==> src/rtl/wb_pkg.sv <==
// Shared definitions for the register-file write-back controller.
//   WB_AW      : default write-back address width, max(1, clog2(REG_NUM))
//   wb_req_t   : one buffered write-back request {addr, data}
//   wb_src_e   : arbitration source, used to remember the last grant
package wb_pkg;

  localparam int unsigned REG_NUM    = 2;
  localparam int unsigned REG_SIZE   = 2;
  localparam int unsigned FIFO_DEPTH = 2;

  // Address width never drops to zero, even for a single-register file.
  function automatic int unsigned addr_width(input int unsigned n);
    return (n <= 2) ? 1 : $clog2(n);
  endfunction

  localparam int unsigned WB_AW = addr_width(REG_NUM);

  typedef struct packed {
    logic [WB_AW-1:0]    addr;
    logic [REG_SIZE-1:0] data;
  } wb_req_t;

  typedef enum logic {
    SRC_ALU = 1'b0,
    SRC_MEM = 1'b1
  } wb_src_e;

endpackage

==> src/rtl/wb_fifo.sv <==
// Write-back buffer: a small circular FIFO of {addr, data} entries.
// Ports:
//   clk, rst_n          : clock, asynchronous active-low reset
//   push, push_data     : enqueue request (ignored while full)
//   pop                 : dequeue head (ignored while empty)
//   head                : head entry, forced to zero while empty
//   full, empty         : occupancy flags
//   tap_valid, tap_addr : per-entry valid bit and address, for hazard compare
module wb_fifo #(
  parameter int unsigned Depth = 2,
  parameter int unsigned AddrW = 1,
  parameter int unsigned DataW = 2,
  localparam int unsigned Width = AddrW + DataW
) (
  input  logic                        clk,
  input  logic                        rst_n,
  input  logic                        push,
  input  logic [Width-1:0]            push_data,
  input  logic                        pop,
  output logic [Width-1:0]            head,
  output logic                        full,
  output logic                        empty,
  output logic [Depth-1:0]            tap_valid,
  output logic [Depth-1:0][AddrW-1:0] tap_addr
);

  localparam int unsigned PtrW = $clog2(Depth);
  localparam int unsigned CntW = $clog2(Depth + 1);

  logic [Width-1:0] mem_q [Depth];
  logic [Depth-1:0] valid_q;
  logic [PtrW-1:0]  wr_ptr_q;
  logic [PtrW-1:0]  rd_ptr_q;
  logic [CntW-1:0]  count_q;
  logic             do_push;
  logic             do_pop;

  assign full    = (count_q == CntW'(Depth));
  assign empty   = (count_q == '0);
  assign do_push = push & ~full;
  assign do_pop  = pop & ~empty;

  // Pointers wrap naturally because Depth is a power of two.
  always_ff @(posedge clk or negedge rst_n) begin
    if (!rst_n) begin
      wr_ptr_q <= '0;
      rd_ptr_q <= '0;
      count_q  <= '0;
      valid_q  <= '0;
    end else begin
      if (do_push) begin
        wr_ptr_q          <= wr_ptr_q + PtrW'(1);
        valid_q[wr_ptr_q] <= 1'b1;
      end
      if (do_pop) begin
        rd_ptr_q          <= rd_ptr_q + PtrW'(1);
        valid_q[rd_ptr_q] <= 1'b0;
      end
      unique case ({do_push, do_pop})
        2'b10:   count_q <= count_q + CntW'(1);
        2'b01:   count_q <= count_q - CntW'(1);
        default: count_q <= count_q;
      endcase
    end
  end

  // Storage needs no reset: entries are only observed through valid bits or
  // the zero-gated head.
  always_ff @(posedge clk) begin
    if (do_push) begin
      mem_q[wr_ptr_q] <= push_data;
    end
  end

  assign head      = empty ? '0 : mem_q[rd_ptr_q];
  assign tap_valid = valid_q;

  always_comb begin
    tap_addr = '0;
    for (int i = 0; i < int'(Depth); i++) begin
      tap_addr[i] = mem_q[i][Width-1 -: AddrW];
    end
  end

endmodule

==> src/rtl/regfile_writeback_ctrl.sv <==
// Merges ALU and load write-back requests into the single register-file write
// port through a small buffer, and flags operand hazards on buffered writes.
// Ports:
//   clk, rst_n                              : clock, asynchronous active-low reset
//   alu_valid/alu_ready/alu_reg/alu_data    : ALU write-back handshake
//   mem_valid/mem_ready/mem_reg/mem_data    : load write-back handshake
//   wb_hold                                 : stalls draining of the write port
//   write_reg/reg_write/write_data          : register_file write port
//   query1/query2, hazard1/hazard2          : operand hazard lookup
//   fifo_full/fifo_empty                    : buffer occupancy
module regfile_writeback_ctrl
  import wb_pkg::*;
#(
  parameter int unsigned regNum     = REG_NUM,
  parameter int unsigned regSize    = REG_SIZE,
  parameter int unsigned FIFO_DEPTH = wb_pkg::FIFO_DEPTH,
  localparam int unsigned AW        = addr_width(regNum)
) (
  input  logic               clk,
  input  logic               rst_n,
  input  logic               alu_valid,
  output logic               alu_ready,
  input  logic [AW-1:0]      alu_reg,
  input  logic [regSize-1:0] alu_data,
  input  logic               mem_valid,
  output logic               mem_ready,
  input  logic [AW-1:0]      mem_reg,
  input  logic [regSize-1:0] mem_data,
  input  logic               wb_hold,
  output logic [AW-1:0]      write_reg,
  output logic               reg_write,
  output logic [regSize-1:0] write_data,
  input  logic [AW-1:0]      query1,
  input  logic [AW-1:0]      query2,
  output logic               hazard1,
  output logic               hazard2,
  output logic               fifo_full,
  output logic               fifo_empty
);

  localparam int unsigned Width = AW + regSize;

  wb_src_e                          last_grant_q;
  logic                             grant_mem;
  logic                             grant_alu;
  logic                             can_accept;
  logic                             push;
  logic [Width-1:0]                 push_data;
  logic [Width-1:0]                 head;
  logic [FIFO_DEPTH-1:0]            tap_valid;
  logic [FIFO_DEPTH-1:0][AW-1:0]    tap_addr;

  // Round-robin: the load path wins a tie unless it won the previous one.
  assign grant_mem = mem_valid & (~alu_valid | (last_grant_q == SRC_ALU));
  assign grant_alu = alu_valid & ~grant_mem;

  // A full buffer refuses everything, even when a pop is happening this cycle.
  // Readies are also forced low while reset is asserted.
  assign can_accept = rst_n & ~fifo_full;
  assign alu_ready  = grant_alu & can_accept;
  assign mem_ready  = grant_mem & can_accept;
  assign push       = alu_ready | mem_ready;
  assign push_data  = mem_ready ? {mem_reg, mem_data} : {alu_reg, alu_data};

  always_ff @(posedge clk or negedge rst_n) begin
    if (!rst_n) begin
      last_grant_q <= SRC_ALU;
    end else if (push) begin
      last_grant_q <= mem_ready ? SRC_MEM : SRC_ALU;
    end
  end

  wb_fifo #(
    .Depth (FIFO_DEPTH),
    .AddrW (AW),
    .DataW (regSize)
  ) u_fifo (
    .clk       (clk),
    .rst_n     (rst_n),
    .push      (push),
    .push_data (push_data),
    .pop       (reg_write),
    .head      (head),
    .full      (fifo_full),
    .empty     (fifo_empty),
    .tap_valid (tap_valid),
    .tap_addr  (tap_addr)
  );

  // The register file captures on the same edge that pops the head.
  assign reg_write  = ~fifo_empty & ~wb_hold;
  assign write_reg  = head[Width-1 -: AW];
  assign write_data = head[regSize-1:0];

  // Entries pushed this cycle are not yet valid, so they raise no hazard;
  // the entry being popped is still valid and does.
  always_comb begin
    hazard1 = 1'b0;
    hazard2 = 1'b0;
    for (int i = 0; i < int'(FIFO_DEPTH); i++) begin
      if (tap_valid[i] && (tap_addr[i] == query1)) hazard1 = 1'b1;
      if (tap_valid[i] && (tap_addr[i] == query2)) hazard2 = 1'b1;
    end
  end

endmodule

==> config.mk <==
export PLATFORM = sky130hd
export DESIGN_NAME = regfile_writeback_ctrl
export DESIGN_NICKNAME = d
export VERILOG_FILES = /design/src/rtl/wb_pkg.sv /design/src/rtl/wb_fifo.sv /design/src/rtl/regfile_writeback_ctrl.sv
export SDC_FILE = /design/constraint.sdc
export NUM_CORES = 1
export LEC_CHECK = 0
export CORE_MARGIN = 5
export CORE_UTILIZATION = 45
export CTS_BUF_LIST = sky130_fd_sc_hd__clkbuf_4 sky130_fd_sc_hd__clkbuf_8
export DETAILED_ROUTE_END_ITERATION = 12
export MAX_ROUTING_LAYER = met4
export PLACE_DENSITY = 0.79
export SETUP_SLACK_MARGIN = 0.1
export SLEW_MARGIN = 20
export SYNTH_ARGS = -nofsm -noshare
export SYNTH_HDL_FRONTEND = slang
export SYNTH_SLANG_ARGS = --single-unit
==> constraint.sdc <==
create_clock -name clk -period 2.5 [get_ports clk]
set_input_delay 0.375 -clock clk [delete_from_list [all_inputs] [get_ports clk]]
set_output_delay 0.375 -clock clk [all_outputs]
set_load 0.01 [all_outputs]
==> results.md <==
* Status: complete, no violations
* Num CTS Buffers at 3
* Relative slew slack at 0.626
* DP HPWL at roughly 1100 um
* Clock tree sinks at 13
* Core area at approximately 1500 um^2
* Worst Hold Class: in -> async
* Skew-Pair Late Insertion Delay at between 200 and 300 ps
* Via density per instance at about 5.1
* Initial antenna violation count at 0
* WS Path Type: in -> out
* Die H at roughly 50 um
* Critical path cell sequence: clkdlybuf4s50_1 > nand3_1 > a21oi_1 > clkdlybuf4s50_1
* CP arrival at approximately 1700 ps
* Die width at approximately 49 um
* Synthesized flop and latch total at 13
* Worst Skew at ~0.24 ps
* R2R setup slack at approximately 750 ps
* CP endpoint kind: output port
* Worst r2r path cells at 6
* Period utilisation layout at 0.836
* # DRC at 0
* Synth Net Count at 69
* Vias in the first global route at between 500 and 600
* Max VDD drop at just over 0.0007 V
* Slew Limit Fails at 0
* Nets@finish at 98
* Synth Area per Inst at about 12 um^2
* Fmax at between 400 and 500 MHz
* Setup Buffers After CTS at 0
* Ys Warns at 0
* Startpoint types: input pin
* First-pass GRT wire length at around 2400 um
* Max cap viols at 0
* Largest net degree at the start of global routing at 8
* Buffer and inverter count on the worst path at 2
* Power per cell area at approximately 1100 nW/um^2
* PortBufs at 22
* Worst slew pin tran at 557 ps
* Number of H-tree levels at 1
* CP delay by family, top: buffers and inverters
* CTS tree: built
* Die area at 2400 um^2
* DR pass1 iterations at 4
* Area Overhead vs Synth at 42.3%
* Worst Setup SP: rst_n
* CP dominant cell by count: clkdlybuf4s50_1
* Final Hold Viols at 0
* Critical Path RT at around 2100 ps
* Critical path fanouts, max at 4
* Most common cell after layout, fill and taps aside: clkdlybuf4s50_1
* Reg2Reg Capture Point: u_fifo.count_q[1]$_DFFE_PN0P_
* Slowest stage cell on the critical path: clkdlybuf4s50_1
* Post-synthesis cell type count at 25
* Syn Std Cell Area at 683 um^2
* Beginning of the worst register-to-register path: u_fifo.count_q[0]$_DFFE_PN0P_
* Share of cells above drive strength 1 at 0.181
* IO Pins at 23
* Leak at between 0.4 and 0.5 nW
* WL final at between 1000 and 1500 um
* Clock slew at reported path FFs at ~80 ps
* # fillers at around 110
* Post_cts resized at 0
* Bufs on Longest Clock Path at 2
* Endpoints failing setup at 0
* Register Area at 355 um^2
* N_diodes at 0
* Post-synthesis sequential area ratio at 0.520
* GRT Residual Overflow at 0
* Routed WL per cell at 14.4 um
* Cells after Synth at 55
* RSZ-0062 raised after global routing: no
* Most frequent cells in the layout: clkdlybuf4s50_1, nor2_1, dfrtp_1
* Root buf cell: clkbuf_4
* Vias at between 500 and 600
* Setup total negative slack at 0 ps
* Detailed Route Iter0 Violations at 2
* Multi-input gate area in the final layout at between 300 and 400 um^2
* DRT antenna net count at 0
* Final Wtd Congestion at 0.668
* GRT Util Overall at 0.131
* Crit-path max cell delay at between 500 and 600 ps
* Total Power at 1.05 mW
* Tmin final at approximately 2100 ps
* Initial Util at 0.464
* Row count at 14
* Number of buffers inserted by hold repair at cts at 0
state kept, by name, indices dropped and copies added, names as in the netlist:
| register | cells |
|---|---|
| last_grant_q | 1 |
| u_fifo.tap_valid | 2 |
| u_fifo.wr_ptr_q | 1 |
| u_fifo.rd_ptr_q | 1 |
| u_fifo.count_q | 2 |
| u_fifo.mem_q | 6 |
cells by family (layout without fill, tap and decap cells):
| logic type | after synthesis | in the layout | synth area share |
|---|---|---|---|
| multiplexers | 6 | 6 | 0.0934 |
| AO/OA/AOI/OAI | 7 | 7 | 0.0788 |
| XOR/XNOR | 9 | 9 | 0.126 |
| flip-flops | 13 | 13 | 0.520 |
| buffers and inverters | 5 | 33 | 0.0275 |
| adder cells (fa/ha/maj) | 1 | 1 | 0.0183 |
| AND/OR/NAND/NOR | 14 | 14 | 0.136 |
area by class of cell:
class	count	area share
clock buffer	4	0.0309
inverter	4	0.0154
multi-input combinational	37	0.318
sequential	13	0.366
tap	16	0.0206
timing repair buffer	25	0.250
report_power, final:
part | switching [mW] | internal, mW
combinational | 0.204 | 0.303
sequential | 0.0900 | 0.309
clock | 0.0685 | 0.0727
total | 0.362 | 0.685
metrics by stage:
step                cells  instance area (um^2)  utilization  hold slack (ps)  setup slack, ps
detailed placement     95                   942        0.640              525              376
global route           99                   972        0.661              496              328
floorplan              55                   683            -             79.4              870
CTS                    99                   972        0.661              474              393
global placement       95                   942        0.640              490              394
finish                 99                   972        0.661              484              411
how the worst max path moves through the flow:
stage / end / cells past startpoint
2_1_floorplan: u_fifo.count_q[1]$_DFFE_PN0P_ / 5
3_3_place_gp: u_fifo.count_q[1]$_DFFE_PN0P_ / 6
3_5_place_dp: u_fifo.count_q[1]$_DFFE_PN0P_ / 6
4_1_cts: hazard1 / 4
5_1_grt: alu_ready / 4
6_report: alu_ready / 4
cells in the mapped netlist:
library cell | instances | area, um^2
dfrtp_1 | 7 | 175
nor2_1 | 7 | 26.3
edfxtp_1 | 6 | 180
xnor2_1 | 6 | 52.6
inv_1 | 3 | 11.3
mux2_2 | 3 | 33.8
mux2i_1 | 3 | 30.0
a22o_1 | 2 | 17.5
xor2_1 | 2 | 17.5
a21o_1 | 1 | 7.51
a21oi_1 | 1 | 5.00
a2bb2oi_1 | 1 | 8.76
clkbuf_1 | 1 | 3.75
ha_1 | 1 | 12.5
inv_2 | 1 | 3.75
nand2_1 | 1 | 3.75
nand2b_4 | 1 | 13.8
nand3_1 | 1 | 5.00
nand4_1 | 1 | 6.26
nor3_1 | 1 | 5.00
nor4_4 | 1 | 21.3
o21ai_0 | 1 | 5.00
o32a_1 | 1 | 10.0
or3_4 | 1 | 11.3
xnor2_2 | 1 | 16.3
layer usage:
layer / part of all wire / global-route usage / vias up
met1: 0.40 / 0.132 / 238
met4: 0.0099 / 0.0404 / 0
li1: - / - / 250
met2: 0.53 / 0.228 / 19
met3: 0.055 / 0.0520 / 2
met5: 0 / - / -
Power figures use the tool's default switching activity.
